### config.mk
export PLATFORM = sky130hd
export DESIGN_NAME = mac_vec_array_flat
export DESIGN_NICKNAME = d
export VERILOG_FILES = /design/src/rtl/mac_vec_array_if.sv /design/src/rtl/mac_vec_array.sv /design/src/flat_wrapper.sv
export SDC_FILE = /design/constraint.sdc
export NUM_CORES = 2
export LEC_CHECK = 0
export BUFFER_PORTS_ARGS = -buffer_cell sky130_fd_sc_hd__buf_4
export CORE_MARGIN = 3
export CORE_UTILIZATION = 41
export CTS_BUF_LIST = sky130_fd_sc_hd__clkbuf_16
export DETAILED_ROUTE_END_ITERATION = 16
export GPL_TIMING_DRIVEN = 1
export SYNTH_ARGS = -nofsm -noshare
export SYNTH_HDL_FRONTEND = slang
export SYNTH_SLANG_ARGS = --single-unit
### constraint.sdc
create_clock -name CLK -period 6.8 [get_ports CLK]
set_input_delay 1.02 -clock CLK [delete_from_list [all_inputs] [get_ports CLK]]
set_output_delay 1.02 -clock CLK [all_outputs]
set_load 0.005 [all_outputs]
### src/rtl/mac_vec_array_if.sv
// Bus bundle for mac_vec_array: vector-pair input, block-read handshake,
// external 2-port memory write/read ports and the streamed result output.
//   master : environment side (drives vector pairs, block-read requests,
//            memory read data)
//   slave  : mac_vec_array side
// Handshake rule for both EN_mac/RDY_mac and EN_blockRead/RDY_blockRead:
// a request transfers on a posedge where EN and RDY are both 1. RDY is a
// registered output and never depends on EN in the same cycle. A request
// made while RDY is 0 is dropped, not held.
// Strobes EN_writeMem, EN_readMem and VALID_memVal are single-cycle
// qualifiers for their address/data buses.
interface mac_vec_array_if #(
    parameter int LANES  = 4,
    parameter int IN_W   = 16,
    parameter int ACC_W  = 32,
    parameter int DEPTH  = 64,
    parameter int ADDR_W = $clog2(DEPTH)
);
    logic                  EN_mac;
    logic [LANES*IN_W-1:0] mac_vectA;
    logic [LANES*IN_W-1:0] mac_vectB;
    logic                  mac_acc;
    logic                  mac_sat;
    logic                  RDY_mac;
    logic                  EN_blockRead;
    logic                  RDY_blockRead;
    logic                  EN_writeMem;
    logic [ADDR_W-1:0]     writeMem_addr;
    logic [ACC_W-1:0]      writeMem_val;
    logic                  EN_readMem;
    logic [ADDR_W-1:0]     readMem_addr;
    logic [ACC_W-1:0]      readMem_val;
    logic                  VALID_memVal;
    logic [ACC_W-1:0]      memVal_data;
    logic [1:0]            dbg_state;   // FSM state, for debug and checkers

    modport master (
        output EN_mac, mac_vectA, mac_vectB, mac_acc, mac_sat,
        output EN_blockRead, readMem_val,
        input  RDY_mac, RDY_blockRead, EN_writeMem, writeMem_addr, writeMem_val,
        input  EN_readMem, readMem_addr, VALID_memVal, memVal_data, dbg_state
    );

    modport slave (
        input  EN_mac, mac_vectA, mac_vectB, mac_acc, mac_sat,
        input  EN_blockRead, readMem_val,
        output RDY_mac, RDY_blockRead, EN_writeMem, writeMem_addr, writeMem_val,
        output EN_readMem, readMem_addr, VALID_memVal, memVal_data, dbg_state
    );
endinterface

### src/rtl/mac_vec_array.sv
// mac_vec_array: LANES-wide unsigned dot-product MAC. Each accepted vector
// pair produces one ACC_W result (optionally accumulated onto the previous
// result of the block, optionally saturated) written in order to addresses
// 0..DEPTH-1 of an external 2-port memory. A full block is streamed back on
// request as a contiguous DEPTH-beat VALID burst, then the next block fills.
// Ports:
//   CLK  - clock, all logic on posedge
//   RST  - synchronous reset, active-high
//   bus  - mac_vec_array_if.slave (vector input, block read, memory ports,
//          streamed output, debug state)
module mac_vec_array #(
    parameter int LANES   = 4,
    parameter int IN_W    = 16,
    parameter int ACC_W   = 32,
    parameter int DEPTH   = 64,
    parameter int ADDR_W  = $clog2(DEPTH),
    parameter int MEM_LAT = 1
) (
    input  logic           CLK,
    input  logic           RST,
    mac_vec_array_if.slave bus
);
    localparam int PROD_W = 2 * IN_W;
    localparam int DOT_W  = PROD_W + $clog2(LANES);
    // One spare bit above the wider of dot/acc so dot + acc never loses its
    // carry before the saturation test.
    localparam int SUM_W  = ((DOT_W > ACC_W) ? DOT_W : ACC_W) + 1;
    localparam logic [ADDR_W-1:0] LAST = ADDR_W'(DEPTH - 1);

    typedef enum logic [1:0] {
        FILL  = 2'd0,
        DRAIN = 2'd1,
        READY = 2'd2,
        READ  = 2'd3
    } state_t;

    state_t              state;
    logic                rdy_mac;
    logic                rdy_block_read;
    logic [ADDR_W-1:0]   fill_idx;

    logic                s1_valid;
    logic                s1_acc;
    logic                s1_sat;
    logic [ADDR_W-1:0]   s1_addr;
    logic [PROD_W-1:0]   s1_prod [LANES];

    logic [ACC_W-1:0]    acc_reg;
    logic                en_write_mem;
    logic [ADDR_W-1:0]   write_addr;
    logic [ACC_W-1:0]    write_val;

    logic                en_read_mem;
    logic [ADDR_W-1:0]   read_addr;
    logic [MEM_LAT-1:0]  rd_pipe;     // tracks reads in flight in the memory
    logic [ADDR_W-1:0]   beat_idx;
    logic                valid_mem_val;
    logic [ACC_W-1:0]    mem_val_data;

    logic [SUM_W-1:0]    sum;
    logic [ACC_W-1:0]    result;
    logic                accept_mac;
    logic                accept_read;

    assign accept_mac  = bus.EN_mac && rdy_mac;
    assign accept_read = bus.EN_blockRead && rdy_block_read;

    // Stage 2 arithmetic: add-tree over the registered products plus the
    // optional running accumulator, then clamp or wrap to ACC_W.
    always_comb begin
        sum = '0;
        for (int i = 0; i < LANES; i++) begin
            sum = sum + SUM_W'(s1_prod[i]);
        end
        if (s1_acc) begin
            sum = sum + SUM_W'(acc_reg);
        end
        result = sum[ACC_W-1:0];
        if (s1_sat && (|sum[SUM_W-1:ACC_W])) begin
            result = '1;
        end
    end

    always_ff @(posedge CLK) begin
        if (RST) begin
            state          <= FILL;
            rdy_mac        <= 1'b0;
            rdy_block_read <= 1'b0;
            fill_idx       <= '0;
            s1_valid       <= 1'b0;
            s1_acc         <= 1'b0;
            s1_sat         <= 1'b0;
            s1_addr        <= '0;
            for (int i = 0; i < LANES; i++) begin
                s1_prod[i] <= '0;
            end
            acc_reg        <= '0;
            en_write_mem   <= 1'b0;
            write_addr     <= '0;
            write_val      <= '0;
            en_read_mem    <= 1'b0;
            read_addr      <= '0;
            rd_pipe        <= '0;
            beat_idx       <= '0;
            valid_mem_val  <= 1'b0;
            mem_val_data   <= '0;
        end else begin
            // Stage 1: register per-lane products and the per-pair modes.
            s1_valid <= accept_mac;
            if (accept_mac) begin
                for (int i = 0; i < LANES; i++) begin
                    s1_prod[i] <= PROD_W'(bus.mac_vectA[i*IN_W +: IN_W])
                                * PROD_W'(bus.mac_vectB[i*IN_W +: IN_W]);
                end
                s1_acc  <= bus.mac_acc;
                s1_sat  <= bus.mac_sat;
                s1_addr <= fill_idx;
            end

            // Stage 2: issue the write; the accumulator follows the written value.
            en_write_mem <= s1_valid;
            if (s1_valid) begin
                write_addr <= s1_addr;
                write_val  <= result;
                acc_reg    <= result;
            end

            // Read return path: memory data is registered once more.
            rd_pipe       <= MEM_LAT'({rd_pipe, en_read_mem});
            valid_mem_val <= rd_pipe[MEM_LAT-1];
            mem_val_data  <= rd_pipe[MEM_LAT-1] ? bus.readMem_val : '0;

            case (state)
                FILL: begin
                    rdy_mac <= 1'b1;
                    if (accept_mac) begin
                        fill_idx <= fill_idx + ADDR_W'(1);
                        if (fill_idx == LAST) begin
                            rdy_mac <= 1'b0;
                            state   <= DRAIN;
                        end
                    end
                end
                DRAIN: begin
                    // Stage 1 empty means the last write is on the bus now.
                    if (!s1_valid) begin
                        state          <= READY;
                        rdy_block_read <= 1'b1;
                    end
                end
                READY: begin
                    if (accept_read) begin
                        state          <= READ;
                        rdy_block_read <= 1'b0;
                        en_read_mem    <= 1'b1;
                        read_addr      <= '0;
                        beat_idx       <= '0;
                    end
                end
                READ: begin
                    if (en_read_mem) begin
                        if (read_addr == LAST) begin
                            en_read_mem <= 1'b0;
                        end else begin
                            read_addr <= read_addr + ADDR_W'(1);
                        end
                    end
                    if (valid_mem_val) begin
                        beat_idx <= beat_idx + ADDR_W'(1);
                        if (beat_idx == LAST) begin
                            state    <= FILL;
                            fill_idx <= '0;
                            acc_reg  <= '0;
                            rdy_mac  <= 1'b1;
                        end
                    end
                end
                default: state <= FILL;
            endcase
        end
    end

    assign bus.RDY_mac       = rdy_mac;
    assign bus.RDY_blockRead = rdy_block_read;
    assign bus.EN_writeMem   = en_write_mem;
    assign bus.writeMem_addr = write_addr;
    assign bus.writeMem_val  = write_val;
    assign bus.EN_readMem    = en_read_mem;
    assign bus.readMem_addr  = read_addr;
    assign bus.VALID_memVal  = valid_mem_val;
    assign bus.memVal_data   = mem_val_data;
    assign bus.dbg_state     = state;
endmodule

### src/flat_wrapper.sv
// flat-port wrapper written by rule: the top's interface ports become plain ports
module mac_vec_array_flat 
#(
    parameter int LANES   = 4,
    parameter int IN_W    = 16,
    parameter int ACC_W   = 32,
    parameter int DEPTH   = 64,
    parameter int ADDR_W  = $clog2(DEPTH),
    parameter int MEM_LAT = 1
)
  (CLK, RST, bus_EN_mac, bus_mac_vectA, bus_mac_vectB, bus_mac_acc, bus_mac_sat, bus_EN_blockRead, bus_readMem_val, bus_RDY_mac, bus_RDY_blockRead, bus_EN_writeMem, bus_writeMem_addr, bus_writeMem_val, bus_EN_readMem, bus_readMem_addr, bus_VALID_memVal, bus_memVal_data, bus_dbg_state);
  mac_vec_array_if #(.LANES(LANES), .IN_W(IN_W), .ACC_W(ACC_W), .DEPTH(DEPTH), .ADDR_W(ADDR_W)) bus_i ();
  input  logic CLK;
  input  logic RST;
  input wire logic [$bits(bus_i.EN_mac)-1:0] bus_EN_mac;
  input wire logic [$bits(bus_i.mac_vectA)-1:0] bus_mac_vectA;
  input wire logic [$bits(bus_i.mac_vectB)-1:0] bus_mac_vectB;
  input wire logic [$bits(bus_i.mac_acc)-1:0] bus_mac_acc;
  input wire logic [$bits(bus_i.mac_sat)-1:0] bus_mac_sat;
  input wire logic [$bits(bus_i.EN_blockRead)-1:0] bus_EN_blockRead;
  input wire logic [$bits(bus_i.readMem_val)-1:0] bus_readMem_val;
  output wire logic [$bits(bus_i.RDY_mac)-1:0] bus_RDY_mac;
  output wire logic [$bits(bus_i.RDY_blockRead)-1:0] bus_RDY_blockRead;
  output wire logic [$bits(bus_i.EN_writeMem)-1:0] bus_EN_writeMem;
  output wire logic [$bits(bus_i.writeMem_addr)-1:0] bus_writeMem_addr;
  output wire logic [$bits(bus_i.writeMem_val)-1:0] bus_writeMem_val;
  output wire logic [$bits(bus_i.EN_readMem)-1:0] bus_EN_readMem;
  output wire logic [$bits(bus_i.readMem_addr)-1:0] bus_readMem_addr;
  output wire logic [$bits(bus_i.VALID_memVal)-1:0] bus_VALID_memVal;
  output wire logic [$bits(bus_i.memVal_data)-1:0] bus_memVal_data;
  output wire logic [$bits(bus_i.dbg_state)-1:0] bus_dbg_state;
  assign bus_i.EN_mac = bus_EN_mac;
  assign bus_i.mac_vectA = bus_mac_vectA;
  assign bus_i.mac_vectB = bus_mac_vectB;
  assign bus_i.mac_acc = bus_mac_acc;
  assign bus_i.mac_sat = bus_mac_sat;
  assign bus_i.EN_blockRead = bus_EN_blockRead;
  assign bus_i.readMem_val = bus_readMem_val;
  assign bus_RDY_mac = bus_i.RDY_mac;
  assign bus_RDY_blockRead = bus_i.RDY_blockRead;
  assign bus_EN_writeMem = bus_i.EN_writeMem;
  assign bus_writeMem_addr = bus_i.writeMem_addr;
  assign bus_writeMem_val = bus_i.writeMem_val;
  assign bus_EN_readMem = bus_i.EN_readMem;
  assign bus_readMem_addr = bus_i.readMem_addr;
  assign bus_VALID_memVal = bus_i.VALID_memVal;
  assign bus_memVal_data = bus_i.memVal_data;
  assign bus_dbg_state = bus_i.dbg_state;
  mac_vec_array #(.LANES(LANES), .IN_W(IN_W), .ACC_W(ACC_W), .DEPTH(DEPTH), .ADDR_W(ADDR_W), .MEM_LAT(MEM_LAT)) u_core (.CLK(CLK), .RST(RST), .bus(bus_i));
endmodule
---- Yosys cells after proc, flatten, opt, wreduce, memory -nomap -nowiden ----
Memory sizes are Yosys's and may differ from the RTL's.
Cells that the tools add are included.
word-level totals
  bits in registers ....................... 137
  RAM bits ................................ 128
  input port bits ......................... 166
  output and inout port bits .............. 83
  word-level logic and storage cells ...... 109
  memories ................................ 1
cells by class
  add/sub/neg operators ................... 7
  multipliers ............................. 4
  eq/ne operators ......................... 14
  multiplexer cells ....................... 44
  bitwise logic cells ..................... 5
  reduce and logical (&&, ||, !) cells .... 16
memories
  memory          words  width  rd ports  clocked after Yosys merged registers in  wr ports  RTL line             source
  u_core.s1_prod  4      32     4         0                                        4         mac_vec_array.sv:46  logic [PROD_W-1:0] s1_prod [LANES];
operators by type and width
  cell                   number
  $mux W32               9
  $mul A16 B16 Y32       4
  $add A35 B32 Y35       3
  $mux W6                7
  $pmux W6 S2            3
  $mux W35               1
  $add A32 B32 Y33       1
  $add A6 B1 Y6 const B  3
  $eq A6 B6 Y1 const B   3
  $mux W1                14
  $mux W2                6
  $ne A2 B1 Y1 const B   6
  $reduce_and A3 Y1      3
  $pmux W2 S4            1
  $reduce_and A4 Y1      2
  $pmux W1 S2            3
  $reduce_and A6 Y1      1
  $reduce_bool A2 Y1     3
  $eq A2 B2 Y1 const B   2
  $ne A2 B2 Y1 const B   2
  $or A1 B1 Y1           4
  $logic_and A1 B1 Y1    3
  $reduce_or A3 Y1       1
  $eq A2 B1 Y1 const B   1
  4 further kinds        4

---- Logic depth before layout (Yosys ltp) ----
An unclocked memory read counts as a cell.
  depth after elaboration ................. 13
  gate-level depth with buffers ........... 38
  gate-level depth less buffers ........... 35

---- Worst setup path after synthesis ----
Ideal clock, no wire load.
  path kind ............................... register to register
  from .................................... mem u_core.s1_prod[1][1] (netlist bit)
  to ...................................... reg u_core.write_val[12] (netlist: u_core.bus.writeMem_val[12])
  setup time .............................. 0.146 ns
  arrival ................................. 6.832 ns
  data required time ...................... 6.654 ns
  path slack .............................. -0.178 ns
  cell stages (with the launch flop) ...... 32
  period minus slack after synthesis ...... 6.978 ns
  cells stage by stage .................... edfxtp_1 ha_1 a21o_1 a21o_1 a2111oi_2 o211ai_1 a21o_1 a21o_1 nand2_1 nand2_1 a21oi_1 xnor2_1 fa_1 ha_1 a21o_1 a211oi_1 o21bai_1 a221oi_2 o21bai_1 a31oi_1 xnor2_1 ha_1 nand2_1 or4_1 o21ai_1 a21oi_1 o31a_1 o41ai_2 a31o_2 buf_6 buf_8 a211oi_2
RTL lines
  what                    RTL line              source
  start: declaration      mac_vec_array.sv:46
  end signal: assignment  mac_vec_array.sv:124  write_val <= result;
  end: declaration        mac_vec_array.sv:51   logic [ACC_W-1:0] write_val;

==> results.cfg <==
[worst_setup_path]
crit_required_ns = 7.30
start_kind = flop
end_kind = flop
cpMostUsedCell = a21o_1
critical_path_arrival_ns = 7.59
r2r_start = u_core.s1_prod[0][1]
r2r_slack_ns = -0.28
worst_path_largest_cell_delay_ns = 0.58
cpMaxStageDelayCell = fa_1
reg2regPathDepth = 37
crit_path_max_fanout = 7
worstReg2RegEnd = u_core.acc_reg[15]
worstSetupPathType = reg2reg

[cells_and_area]
syn2layout_area_growth_pct = 17.4
mostFrequentLayoutCell = inv_1
drive_above_1_share_pct = 15.5
nNetsFinal = 7467
regMostFlops = u_core.s1_prod
mostFrequentLayoutCells = 1025 x inv_1, 810 x fa_1, 802 x nand2_1, 725 x buf_4, 514 x ha_1
largest_reg_flops = 128

[routing]
drt_first_iter_violations = 1910
drt-pass1-iter-count = 5
finalWirelength_mm = 124
viasPerCell = 4.99
detail-route-antenna-nets = 0
drc_errors = 0
vias = 37600
routedWlPerCell_um = 16.5

[floorplan]
fp.dieW_um = 349
dieArea_mm2 = 0.122
placementRows = 125
coreArea_mm2 = 0.117
initial_core_util_pct = 41.4
die_h_um = 349
ios = 249

[cts]
clkSinkCount = 265
holdBufCountCts = 0
cts.clk_slew.worst_paths_ns = 0.07
clk_path_buf_depth = 3
clkLatencyLatePin_ns = 0.58
clock-root-buffer = clkbuf_16
htreeDepth = 1
cts_tree = done
cts_buffers = 31

[run_status]
violations = negative setup slack
outcome = finished with violations

[sta]
clock.fmax_ghz = 0.141
maxSlewViolCount = 0
fin_crit_sh_pct = 104
period_needed_ns = 7.08
setup_slack_ns = -0.284
relSlewSlack_pct = 31.5
finalHoldViolCount = 0
setup_viol = 64
tightest_slew_ns = 1.03
grt_setup_unrepaired = yes
tns_ns = -13.42
hold_slack_ns = 0.457
clock_skew_ns = 0.0203

[placed_design]
port_buffers = 248
dp_slack_ns = -0.390
hpwl_mm = 105
gp_congestion = 0.894

[yosys]
synthArstFlopShare_pct = 0
synth-main-ff-cell = dfxtp_1
netlist_instances = 5391
synth_cell_types = 79
synth.ff_latch_count = 265
syn_nets = 6887
synth_area_mm2 = 0.0482
ys_seq_area_share_pct = 13.7
ys_warn_count = 0
syn_avg_cell_area_um2 = 8.95
synth_edf_count = 128

[global_route]
grt_pass1_wl_mm = 205
grt_max_degree = 75
antenna_found_initial = 4
grt_overflow = 0
grt_util_all_layers_pct = 20.6
first_global_vias = 39000

[flow_run]
max_cap_violations = 0

[min_path]
min_path_type = reg2reg
hold-path-cell-count = 2
hold_end = u_core.s1_addr[5]
holdCritStartpoint = u_core.s1_addr[5]
-- worst max-delay path: cells and delay by family, from the launching register on --
kind	cells	cell delay, ns
AO/OA/AOI/OAI	20	3.73
XOR/XNOR	2	0.19
adder cells (fa/ha/maj)	4	1.44
buffers and inverters	8	1.03
flip-flops	1	0.39
AND/OR/NAND/NOR	3	0.24
-- cell usage after synthesis, types with 21 or more instances --
cell      number  share of area, %
inv_1       1025               8.0
fa_1         811                34
nand2_1      805               6.3
ha_1         519                13
and2_1       410               5.3
nor2_1       228               1.8
a21oi_1      217               2.3
clkbuf_1     187               1.5
dfxtp_1      137               5.7
o21ai_0      133               1.4
edfxtp_1     128               8.0
xnor2_1      105               1.9
a21o_1       101               1.6
xor2_1        81               1.5
nand3_1       48              0.50
nor3_1        38              0.39
o21bai_1      31              0.48
a211oi_2      30              0.78
nand2b_1      27              0.35
o21a_1        24              0.37
mux2i_1       23              0.48
a211oi_1      22              0.34
and3_1        21              0.27
nor2b_1       21              0.27
-- worst max-delay path by stage --
stage,from,to,slack (ns),cells past startpoint
after floorplan,bus_mac_vectB[1],u_core.s1_prod[0][29],0.008,23
after global placement,bus_mac_vectB[33],u_core.s1_prod[2][20],-0.33,27
after detailed placement,u_core.s1_prod[1][0],u_core.bus.writeMem_val[1],-0.39,34
after CTS,u_core.s1_prod[0][1],u_core.acc_reg[15],-0.22,35
after global routing,u_core.s1_prod[0][1],u_core.acc_reg[15],-0.66,34
final,u_core.s1_prod[0][1],u_core.acc_reg[15],-0.28,37
-- cell families (layout without fill, tap and decap cells) --
family	after synthesis	in the layout	synth area share [%]
flip-flops	265	265	13.7
other	0	3	0
adder cells (fa/ha/maj)	1330	1330	47.1
AO/OA/AOI/OAI	692	692	9.49
buffers and inverters	1222	1825	9.64
AND/OR/NAND/NOR	1672	1672	16.2
XOR/XNOR	186	186	3.38
multiplexers	24	24	0.501
-- timing repair --
| item | 4_1_cts | 5_1_grt |
|---|---|---|
| pin swaps | 55 | 18 |
| buffers inserted | 17 | 5 |
| resized for setup | 54 | 25 |
| cloned | 3 | 1 |
| endpoints found under the setup margin | 64 | 68 |
-- area by class of cell --
cell class                      instances  area (um2)
Sequential cell                       265        6590
Clock inverter                         25         288
Fill cell                           11000       59900
Clock buffer                           31         776
Antenna cell                            3        7.51
Timing Repair Buffer                  744        5830
Tap cell                             1524        1910
Inverter                             1025        3850
Multi-Input combinational cell       3904       37400
-- per-layer routing --
metal	up-vias	track usage, %	wire, um
met5	-	0	0
met4	0	3.69	2350
met3	126	1.98	5360
met2	807	35.3	59900
met1	18600	28.7	56200
li1	18000	-	-
-- through the flow --
stage	std cells	util (%)	cell area (um2)
after floorplan	5391	-	48300
after global placement	7437	47.1	54900
after detailed placement	7437	47.1	54900
after CTS	7513	48.5	56500
after global routing	7521	48.6	56600
final	7521	48.6	56600
Power is not shown: default switching activity piles up to over one toggle a cycle in this logic, so the estimate is an artifact.
